## src/rtl/pipeline_pkg.sv

```systemverilog
// pipeline_pkg: shared widths, ALU operation codes and immediate sign-extension for the pipeline
package pipeline_pkg;

    localparam int DATA_W     = 32;
    localparam int REG_ADDR_W = 5;
    localparam int IMM_W      = 16;

    typedef enum logic [3:0] {
        ALU_AND = 4'd0,
        ALU_OR  = 4'd1,
        ALU_ADD = 4'd2,
        ALU_MUL = 4'd3,
        ALU_DIV = 4'd4,
        ALU_XOR = 4'd5,
        ALU_SUB = 4'd6,
        ALU_SLT = 4'd7,
        ALU_SLL = 4'd8
    } alu_sel_e;

    function automatic logic [DATA_W-1:0] sext_imm(input logic [IMM_W-1:0] imm);
        return {{(DATA_W-IMM_W){imm[IMM_W-1]}}, imm};
    endfunction

endpackage

```

## src/rtl/fwd_mux.sv

```systemverilog
// fwd_mux: one ALU operand's priority select (EX/MEM result, then MEM/WB data, then register-file data)
module fwd_mux
    import pipeline_pkg::*;
(
    input  logic                  i_en,
    input  logic [REG_ADDR_W-1:0] i_addr,
    input  logic [DATA_W-1:0]     i_reg_data,
    input  logic                  i_mem_we,
    input  logic [REG_ADDR_W-1:0] i_mem_rd,
    input  logic [DATA_W-1:0]     i_mem_res,
    input  logic                  i_wb_we,
    input  logic [REG_ADDR_W-1:0] i_wb_rd,
    input  logic [DATA_W-1:0]     i_wb_data,
    output logic [DATA_W-1:0]     o_data
);

    logic w_mem_hit;
    logic w_wb_hit;

    // $0 is hard-wired zero, so a write aimed at it must never be forwarded
    assign w_mem_hit = i_en & i_mem_we & (i_mem_rd != '0) & (i_mem_rd == i_addr);
    assign w_wb_hit  = i_en & i_wb_we  & (i_wb_rd  != '0) & (i_wb_rd  == i_addr);

    // the EX/MEM value is newer than MEM/WB, so it wins when both match
    assign o_data = w_mem_hit ? i_mem_res : w_wb_hit ? i_wb_data : i_reg_data;

endmodule

```

## src/rtl/id_ex_stage.sv

```systemverilog
// id_ex_stage: ID/EX pipeline register with load-use bubble insertion and ALU operand forwarding.
// Define IDEX_FWD_EN to enable EX/MEM and MEM/WB forwarding; without it the registered data is used directly.
module id_ex_stage
    import pipeline_pkg::*;
(
    input  logic                  clk,
    input  logic                  rst,
    input  logic                  flush,
    input  logic                  stall_in,
    input  logic                  id_valid,
    input  logic [REG_ADDR_W-1:0] id_rs,
    input  logic [REG_ADDR_W-1:0] id_rt,
    input  logic [REG_ADDR_W-1:0] id_rd,
    input  logic [DATA_W-1:0]     id_rs_data,
    input  logic [DATA_W-1:0]     id_rt_data,
    input  logic [IMM_W-1:0]      id_imm,
    input  logic [3:0]            id_alu_sel,
    input  logic                  id_alu_src,
    input  logic                  id_mem_read,
    input  logic                  id_mem_write,
    input  logic                  id_reg_write,
    input  logic                  mem_reg_write,
    input  logic [REG_ADDR_W-1:0] mem_rd,
    input  logic [DATA_W-1:0]     mem_res,
    input  logic                  wb_reg_write,
    input  logic [REG_ADDR_W-1:0] wb_rd,
    input  logic [DATA_W-1:0]     wb_data,
    output logic [DATA_W-1:0]     OP1,
    output logic [DATA_W-1:0]     OP2,
    output logic [3:0]            sel,
    output logic                  ex_valid,
    output logic [REG_ADDR_W-1:0] ex_rd,
    output logic                  ex_mem_read,
    output logic                  ex_mem_write,
    output logic                  ex_reg_write,
    output logic [DATA_W-1:0]     ex_store_data,
    output logic                  id_hold
);

`ifdef IDEX_FWD_EN
    localparam logic FWD_EN = 1'b1;
`else
    localparam logic FWD_EN = 1'b0;
`endif

    logic                  r_valid;
    logic [REG_ADDR_W-1:0] r_rd;
    logic [REG_ADDR_W-1:0] r_rs;
    logic [REG_ADDR_W-1:0] r_rt;
    logic [DATA_W-1:0]     r_rs_data;
    logic [DATA_W-1:0]     r_rt_data;
    logic [IMM_W-1:0]      r_imm;
    logic [3:0]            r_sel;
    logic                  r_alu_src;
    logic                  r_mem_read;
    logic                  r_mem_write;
    logic                  r_reg_write;
    logic                  w_load_use;
    logic                  w_clear;
    logic [DATA_W-1:0]     w_fwd_rs;
    logic [DATA_W-1:0]     w_fwd_rt;

    assign w_load_use = id_valid & r_valid & r_mem_read & (r_rd != '0) & ((r_rd == id_rs) | (r_rd == id_rt));
    assign id_hold    = stall_in | (w_load_use & ~flush);
    // a downstream stall outranks the bubble, so the load stays in EX and the hazard is re-evaluated later
    assign w_clear    = rst | flush | (~stall_in & w_load_use);

    // EX register: clear on reset/flush/bubble, hold on stall, otherwise take ID
    always_ff @(posedge clk) begin
        if (w_clear) begin
            r_valid     <= 1'b0;
            r_rd        <= '0;
            r_rs        <= '0;
            r_rt        <= '0;
            r_rs_data   <= '0;
            r_rt_data   <= '0;
            r_imm       <= '0;
            r_sel       <= '0;
            r_alu_src   <= 1'b0;
            r_mem_read  <= 1'b0;
            r_mem_write <= 1'b0;
            r_reg_write <= 1'b0;
        end else if (!stall_in) begin
            r_valid     <= id_valid;
            r_rd        <= id_rd;
            r_rs        <= id_rs;
            r_rt        <= id_rt;
            r_rs_data   <= id_rs_data;
            r_rt_data   <= id_rt_data;
            r_imm       <= id_imm;
            r_sel       <= id_alu_sel;
            r_alu_src   <= id_alu_src;
            r_mem_read  <= id_mem_read;
            r_mem_write <= id_mem_write;
            r_reg_write <= id_reg_write;
        end
    end

    fwd_mux u_fwd_rs (
        .i_en       (FWD_EN),
        .i_addr     (r_rs),
        .i_reg_data (r_rs_data),
        .i_mem_we   (mem_reg_write),
        .i_mem_rd   (mem_rd),
        .i_mem_res  (mem_res),
        .i_wb_we    (wb_reg_write),
        .i_wb_rd    (wb_rd),
        .i_wb_data  (wb_data),
        .o_data     (w_fwd_rs)
    );

    fwd_mux u_fwd_rt (
        .i_en       (FWD_EN),
        .i_addr     (r_rt),
        .i_reg_data (r_rt_data),
        .i_mem_we   (mem_reg_write),
        .i_mem_rd   (mem_rd),
        .i_mem_res  (mem_res),
        .i_wb_we    (wb_reg_write),
        .i_wb_rd    (wb_rd),
        .i_wb_data  (wb_data),
        .o_data     (w_fwd_rt)
    );

    assign OP1           = w_fwd_rs;
    assign OP2           = r_alu_src ? sext_imm(r_imm) : w_fwd_rt;
    assign ex_store_data = w_fwd_rt;
    assign sel           = r_sel;
    assign ex_valid      = r_valid;
    assign ex_rd         = r_rd;
    assign ex_mem_read   = r_mem_read;
    assign ex_mem_write  = r_mem_write;
    assign ex_reg_write  = r_reg_write;

endmodule

```

## config.mk

```make
export PLATFORM = sky130hd
export DESIGN_NAME = id_ex_stage
export DESIGN_NICKNAME = d
export VERILOG_FILES = /design/src/rtl/pipeline_pkg.sv /design/src/rtl/fwd_mux.sv /design/src/rtl/id_ex_stage.sv
export SDC_FILE = /design/constraint.sdc
export NUM_CORES = 1
export LEC_CHECK = 0
export ABC_AREA = 1
export BUFFER_PORTS_ARGS = -buffer_cell sky130_fd_sc_hd__buf_2
export CAP_MARGIN = 20
export CORE_ASPECT_RATIO = 0.75
export CORE_MARGIN = 3
export CORE_UTILIZATION = 30
export CTS_BUF_LIST = sky130_fd_sc_hd__clkbuf_8
export CTS_CLUSTER_DIAMETER = 50
export CTS_CLUSTER_SIZE = 10
export DETAILED_ROUTE_END_ITERATION = 10
export REMOVE_ABC_BUFFERS = 1
export SETUP_SLACK_MARGIN = 0.2
export SYNTH_ARGS = -nofsm -noshare
export SYNTH_HDL_FRONTEND = slang
export SYNTH_HIERARCHICAL = 1
export SYNTH_SLANG_ARGS = --single-unit
```

## constraint.sdc

```tcl
create_clock -name clk -period 1.68 [get_ports clk]
set_input_delay 0.084 -clock clk [delete_from_list [all_inputs] [get_ports clk]]
set_output_delay 0.084 -clock clk [all_outputs]
set_load 0.02 [all_outputs]
```

==> results of run 1 <==
-- how the worst max path moves through the flow --
stage                                       from                        to  slack [ns]  cells past startpoint
after detailed placement   ex_rd[1]$_SDFFE_PP0N_    r_imm[12]$_SDFFE_PP0N_        0.11                     10
after global placement     ex_rd[1]$_SDFFE_PP0N_    r_imm[13]$_SDFFE_PP0N_        0.15                     10
after CTS                 r_alu_src$_SDFFE_PP0N_                    OP2[5]        0.02                      3
after global routing       ex_rd[0]$_SDFFE_PP0N_                   id_hold       -0.08                      9
final                      ex_rd[0]$_SDFFE_PP0N_    r_imm[13]$_SDFFE_PP0N_        0.02                     12
after floorplan            ex_rd[1]$_SDFFE_PP0N_  ex_mem_read$_SDFFE_PP0N_       -0.44                      9
-- registers in the layout (all words and copies together), names as in the netlist --
name,flops
r_rs_data,32
r_rt_data,32
r_imm,16
ex_rd,5
r_rs,5
r_rt,5
sel,4
ex_mem_read,1
ex_mem_write,1
ex_reg_write,1
ex_valid,1
r_alu_src,1
-- critical path: stages, from the launching register on --
cell and delay, ns:
dfxtp_4 0.37, nand2_1 0.06, inv_1 0.03, nor2_1 0.10, nor2_1 0.07, nand3_1 0.06, nand2_1 0.08, buf_4 0.14
nand3_4 0.11, nand2_8 0.13, buf_6 0.20, buf_12 0.13, nor2_2 0.11
-- layer usage --
layer  up-vias  track usage, %  part of all wire [%]  wire length [um]
met4         2            7.18                   2.5               792
met5         -               0                 0.022                 7
li1       4106               -                     -                 -
met3        57            4.97                   7.6              2380
met2       388            36.8                    47             14600
met1      3862            27.0                    43             13600
-- synthesized netlist by cell type --
library cell / n / share of area [%]
a21oi_1: 8 / 0.54
a21oi_2: 2 / 0.24
and2_4: 2 / 0.24
buf_12: 6 / 1.6
buf_2: 31 / 2.1
buf_4: 14 / 1.4
buf_6: 5 / 0.76
buf_8: 4 / 0.81
clkbuf_1: 6 / 0.30
conb_1: 1 / 0.050
dfxtp_1: 104 / 28
inv_1: 171 / 8.6
inv_2: 8 / 0.40
mux2_2: 15 / 2.3
mux2i_1: 98 / 13
nand2_1: 195 / 9.8
nand2_2: 3 / 0.25
nand3_1: 119 / 8.0
nand3_2: 80 / 11
nand4_1: 2 / 0.17
nor2_1: 142 / 7.2
nor2_2: 2 / 0.17
nor2_4: 2 / 0.30
o21ai_0: 20 / 1.3
o21ai_1: 6 / 0.40
o21bai_1: 1 / 0.10
xnor2_1: 6 / 0.71
xor2_1: 2 / 0.24
-- cell type report --
cell class              instances  share of cell area [%]
multi-input cells             710                    39.5
repair buffers                449                    31.1
flip-flops and latches        104                    18.2
inverters                     179                    5.81
well taps                     331                    3.58
clock buffers                  11                    1.31
clock inverters                 5                   0.400
diodes                          1                  0.0216
-- cells by family after synthesis --
kind of cell    count (synthesis)
simple gates                  547
buf+inv                       245
mux                           113
flops                         104
compound gates                 37
xor+xnor                        8
other cells                     1
-- repair_timing --
action,CTS,global route
setup buffers,18,13
endpoints found under the setup margin,131,137
pin swaps,3,13
endpoints found under the hold margin,98,0
gates resized for setup,74,162
hold buffers,98,0
gates cloned,12,4
-- report_power, final --
part | internal (uW) | switching (uW)
combinational | 875 | 939
clock | 650 | 1010
sequential | 2540 | 55.0
total | 4070 | 2010
-- through the flow --
stage	worst slack [ns]	instances	instance area [sq um]	power (uW)
after floorplan	-0.444	992	6930	3310
after global placement	0.151	1628	8980	3910
after detailed placement	0.112	1628	8980	3930
after CTS	0.0162	1772	10800	5970
after global routing	-0.0822	1790	11600	6400
final	0.0241	1790	11600	6080
==> impl_metrics.json, run 1 <==
{
  "gp_congestion": 0.844,
  "hold_ws_ns": 0.0896,
  "grt_use_total_pct": 21.5,
  "critPathRequiredTime_ns": 2.00,
  "io_buffers": 293,
  "drive_gt1_share_pct": 38.3,
  "clock-sinks": 104,
  "synth-adder-area-share_pct": 0,
  "area_growth_pct": 55.6,
  "synth-xor-area-share_pct": 0.942,
  "holdCritPathClass": "input port to flop",
  "hold_end": "r_rt_data[15]$_SDFFE_PP0N_",
  "cts_root_buffer": "clkbuf_8",
  "hold_viol": 0,
  "layout_commonest_cell": "buf_2",
  "die-area_sq_mm": 0.0267,
  "setup_tns_ns": 0,
  "grt_setup_unrepaired": "true",
  "die_w_um": 188,
  "cts_tree": "done",
  "worst_pin_slew_ns": 2.18,
  "viasPerCell": 4.70,
  "timing.final.crit_share_pct": 98.6,
  "grt_pass1_vias": 8238,
  "utilization_pct": 47.9,
  "remaining_drc_errors": 0,
  "synthSimpleGateAreaFrac_pct": 36.9,
  "synthCells": 1055,
  "grt_start_max_net_pins": 51,
  "finalSetupViolCount": 0,
  "synthesis.area_sq_mm": 0.00744,
  "ant_nets": 0,
  "fin_crit_ns": 1.66,
  "regArea_sq_mm": 0.00211,
  "die_y_um": 142,
  "synth.distinct_cells": 28,
  "critPathKind": "flop to flop",
  "cts_buffers": 9,
  "status": "finished, violations left",
  "slew_headroom_pct": -45.6,
  "boundaryPins": 294,
  "power.density_mw_per_mm2": 525,
  "crit_path_end_kind": "flop",
  "overflow": 0,
  "crit_path_start_kind": "flop",
  "synth-seq-cells": 104,
  "drv_cap": 0,
  "final_cell_mix": "buf_2, nand2_1, inv_1",
  "hp-start": "stall_in",
  "drtIter0Drc": 410,
  "whs_path_depth": 3,
  "clock_path_buffers": 2,
  "crit_fanout": 8,
  "crit_arrival_ns": 1.98,
  "rows": 49,
  "hpwlAfterDp_mm": 18.5,
  "start_util_pct": 30.8,
  "violations": "slew limit",
  "cts.clk_slew.worst_paths_ns": 0.12,
  "ir_drop_uv": 407,
  "finalMaxSlewViolations": 132,
  "fmax_ghz": 0.604,
  "reg2regPathDepth": 12,
  "synthMuxAreaShare_pct": 15.5,
  "r2r-start": "ex_rd[0]$_SDFFE_PP0N_",
  "synth_compound_area_share_pct": 2.62,
  "totalWireLength_mm": 31.3,
  "fin_skew_ns": 0.0207,
  "fp.coreArea_sq_mm": 0.0242,
  "leakage_uw": 0.00604,
  "clkLatencyLatePin_ns": 0.39,
  "antenna_found_initial": 2,
  "reg2reg_slack_ns": 0.02,
  "yosys_warnings": 6,
  "wire_per_inst_um": 17.5,
  "n_fill_cell": 2336,
  "ctsHtreeMaxLevel": 3,
  "r2r_end": "r_imm[13]$_SDFFE_PP0N_",
  "vias": 8415,
  "synth_area_per_cell_sq_um": 7.05,
  "dr.pass1.iters": 5,
  "ys_seq_area_share_pct": 28.0,
  "fin_nets": 1637,
  "grt_pass1_wl_mm": 45.0,
  "synth_top_family_by_area": "simple AND/OR/NAND/NOR gates",
  "multi_input_area_sq_mm": 0.00457
}
(Power assumes the default switching activity.)
==> inputs of run 2 (changes only) <==
- CELL_PAD_IN_SITES_DETAIL_PLACEMENT: not set -> 1
- CELL_PAD_IN_SITES_GLOBAL_PLACEMENT: not set -> 2
- CORE_UTILIZATION: 30 -> 27
- PLACE_DENSITY_LB_ADDON: not set -> 0.1
- SKIP_CTS_REPAIR_TIMING: not set -> 1
==> impl_metrics.json, run 2 (synthesis results as in run 1) <==
{
  "clkLatencyLatePin_ns": 0.40,
  "boundaryPins": 294,
  "totalWireLength_mm": 34.4,
  "crit_arrival_ns": 2.03,
  "dp_cells": 1643,
  "crit_fanout": 7,
  "finalSetupViolCount": 29,
  "drv_cap": 0,
  "rows": 51,
  "layout_commonest_cell": "buf_2",
  "reg2reg_slack_ns": -0.06,
  "ir_drop_uv": 340,
  "grt_start_max_net_pins": 45,
  "antenna_cells": 0,
  "reg_top3": "r_rs_data: 32 flops, r_rt_data: 32 flops, r_imm: 16 flops",
  "power.density_mw_per_mm2": 536,
  "n_fill_cell": 3325,
  "viasPerCell": 4.58,
  "crit_path_start_kind": "flop",
  "drive_gt1_share_pct": 36.5,
  "fin_crit_ns": 1.74,
  "die_w_um": 198,
  "cts_buffers": 9,
  "fin_skew_ns": 0.0130,
  "drtIter0Drc": 338,
  "setup_ws_ns": -0.0558,
  "area_growth_pct": 52.3,
  "r2r-start": "ex_rd[0]$_SDFFE_PP0N_",
  "io_buffers": 293,
  "violations": "slew limit, setup timing",
  "crit_end": "sel[1]$_SDFFE_PP0N_",
  "grt_use_total_pct": 20.6,
  "ant_nets": 0,
  "cts.clk_slew.worst_paths_ns": 0.11,
  "instances_no_fill": 1789,
  "finalMaxSlewViolations": 132,
  "grt_setup_unrepaired": "true",
  "leakage_uw": 0.00594,
  "remaining_drc_errors": 0,
  "status": "finished, violations left",
  "setup_tns_ns": -0.863,
  "cts_root_buffer": "clkbuf_8",
  "regArea_sq_mm": 0.00211,
  "r2r_end": "sel[1]$_SDFFE_PP0N_",
  "dr.pass1.iters": 4,
  "grt_pass1_wl_mm": 46.3,
  "antenna_found_initial": 7,
  "overflow": 0,
  "die_y_um": 150,
  "crit_path_end_kind": "flop",
  "grt_pass1_vias": 7650,
  "hpwlAfterDp_mm": 21.7,
  "clock-sinks": 104,
  "hold_viol": 0,
  "reg2regPathDepth": 12,
  "vias": 8193,
  "hold_ws_ns": 0.0444,
  "cts_tree": "done",
  "slew_headroom_pct": -40.4,
  "critPathRequiredTime_ns": 1.98,
  "startpoint": "ex_rd[0]$_SDFFE_PP0N_",
  "wire_per_inst_um": 19.2,
  "die-area_sq_mm": 0.0296,
  "gp_congestion": 0.806,
  "clock_path_buffers": 2,
  "critPathKind": "flop to flop",
  "worst_pin_slew_ns": 2.10,
  "final_cell_mix": "buf_2, nand2_1, inv_1",
  "timing.final.crit_share_pct": 103,
  "fp.coreArea_sq_mm": 0.0265,
  "holdCritPathClass": "input port to flop",
  "multi_input_area_sq_mm": 0.00450,
  "start_util_pct": 28.0,
  "fmax_ghz": 0.576,
  "fin_nets": 1624,
  "ctsHtreeMaxLevel": 3
}
run 2: how the worst min path moves through the flow:
stage | from | end | slack [ns] | cells after the start
floorplan | stall_in | r_rs[1]$_SDFFE_PP0N_ | 0.24 | 2
global placement | id_alu_sel[1] | sel[1]$_SDFFE_PP0N_ | 0.33 | 3
detailed placement | id_alu_sel[0] | sel[0]$_SDFFE_PP0N_ | 0.34 | 3
CTS | id_rt_data[29] | r_rt_data[29]$_SDFFE_PP0N_ | -0.12 | 3
global route | id_rs[0] | r_rs[0]$_SDFFE_PP0N_ | 0.03 | 3
finish | id_rs[0] | r_rs[0]$_SDFFE_PP0N_ | 0.04 | 3
run 2: worst max-delay path, stage by stage (launching register included):
cell and delay (ns):
dfxtp_4 0.41, nand2_2 0.06, inv_2 0.07, nor2_4 0.04, nor2_4 0.12, nand3_2 0.10, nand2_4 0.09, buf_4 0.11
nand3_4 0.14, buf_12 0.19, nand2_8 0.09, clkbuf_16 0.17, nor2_1 0.04
run 2: power by group:
part | internal, uW | switching, uW | leakage [uW]
sequential | 2540 | 57.8 | 0.000854
clock | 704 | 1010 | 0.000100
combinational | 835 | 929 | 0.00499
run 2: final cells by class:
| class | instances | area share (%) |
|---|---|---|
| sequential | 104 | 18.6 |
| timing repair buffer | 435 | 30.1 |
| inverter | 179 | 5.93 |
| clock buffer | 9 | 1.09 |
| clock inverter | 7 | 0.685 |
| multi-input combinational | 711 | 39.8 |
| tap | 344 | 3.80 |
run 2: per-layer routing:
| metal | vias to the layer above | track usage [%] | wire length (um) |
|---|---|---|---|
| met5 | - | 0 | 77 |
| met4 | 14 | 2.69 | 297 |
| met3 | 33 | 6.17 | 1740 |
| met2 | 207 | 35.4 | 16400 |
| met1 | 3866 | 26.2 | 15900 |
| li1 | 4073 | - | - |
run 2: metrics by stage:
step / worst slack [ns] / total power, uW / instance area, sq um / utilization (%)
2_1_floorplan: -0.444 / 3310 / 6930 / -
3_3_place_gp: 0.128 / 3950 / 9040 / 34.0
3_5_place_dp: 0.0441 / 3970 / 9040 / 34.0
4_1_cts: -0.215 / 5740 / 9240 / 34.8
5_1_grt: -0.148 / 6430 / 11300 / 42.7
6_report: -0.0558 / 6070 / 11300 / 42.7
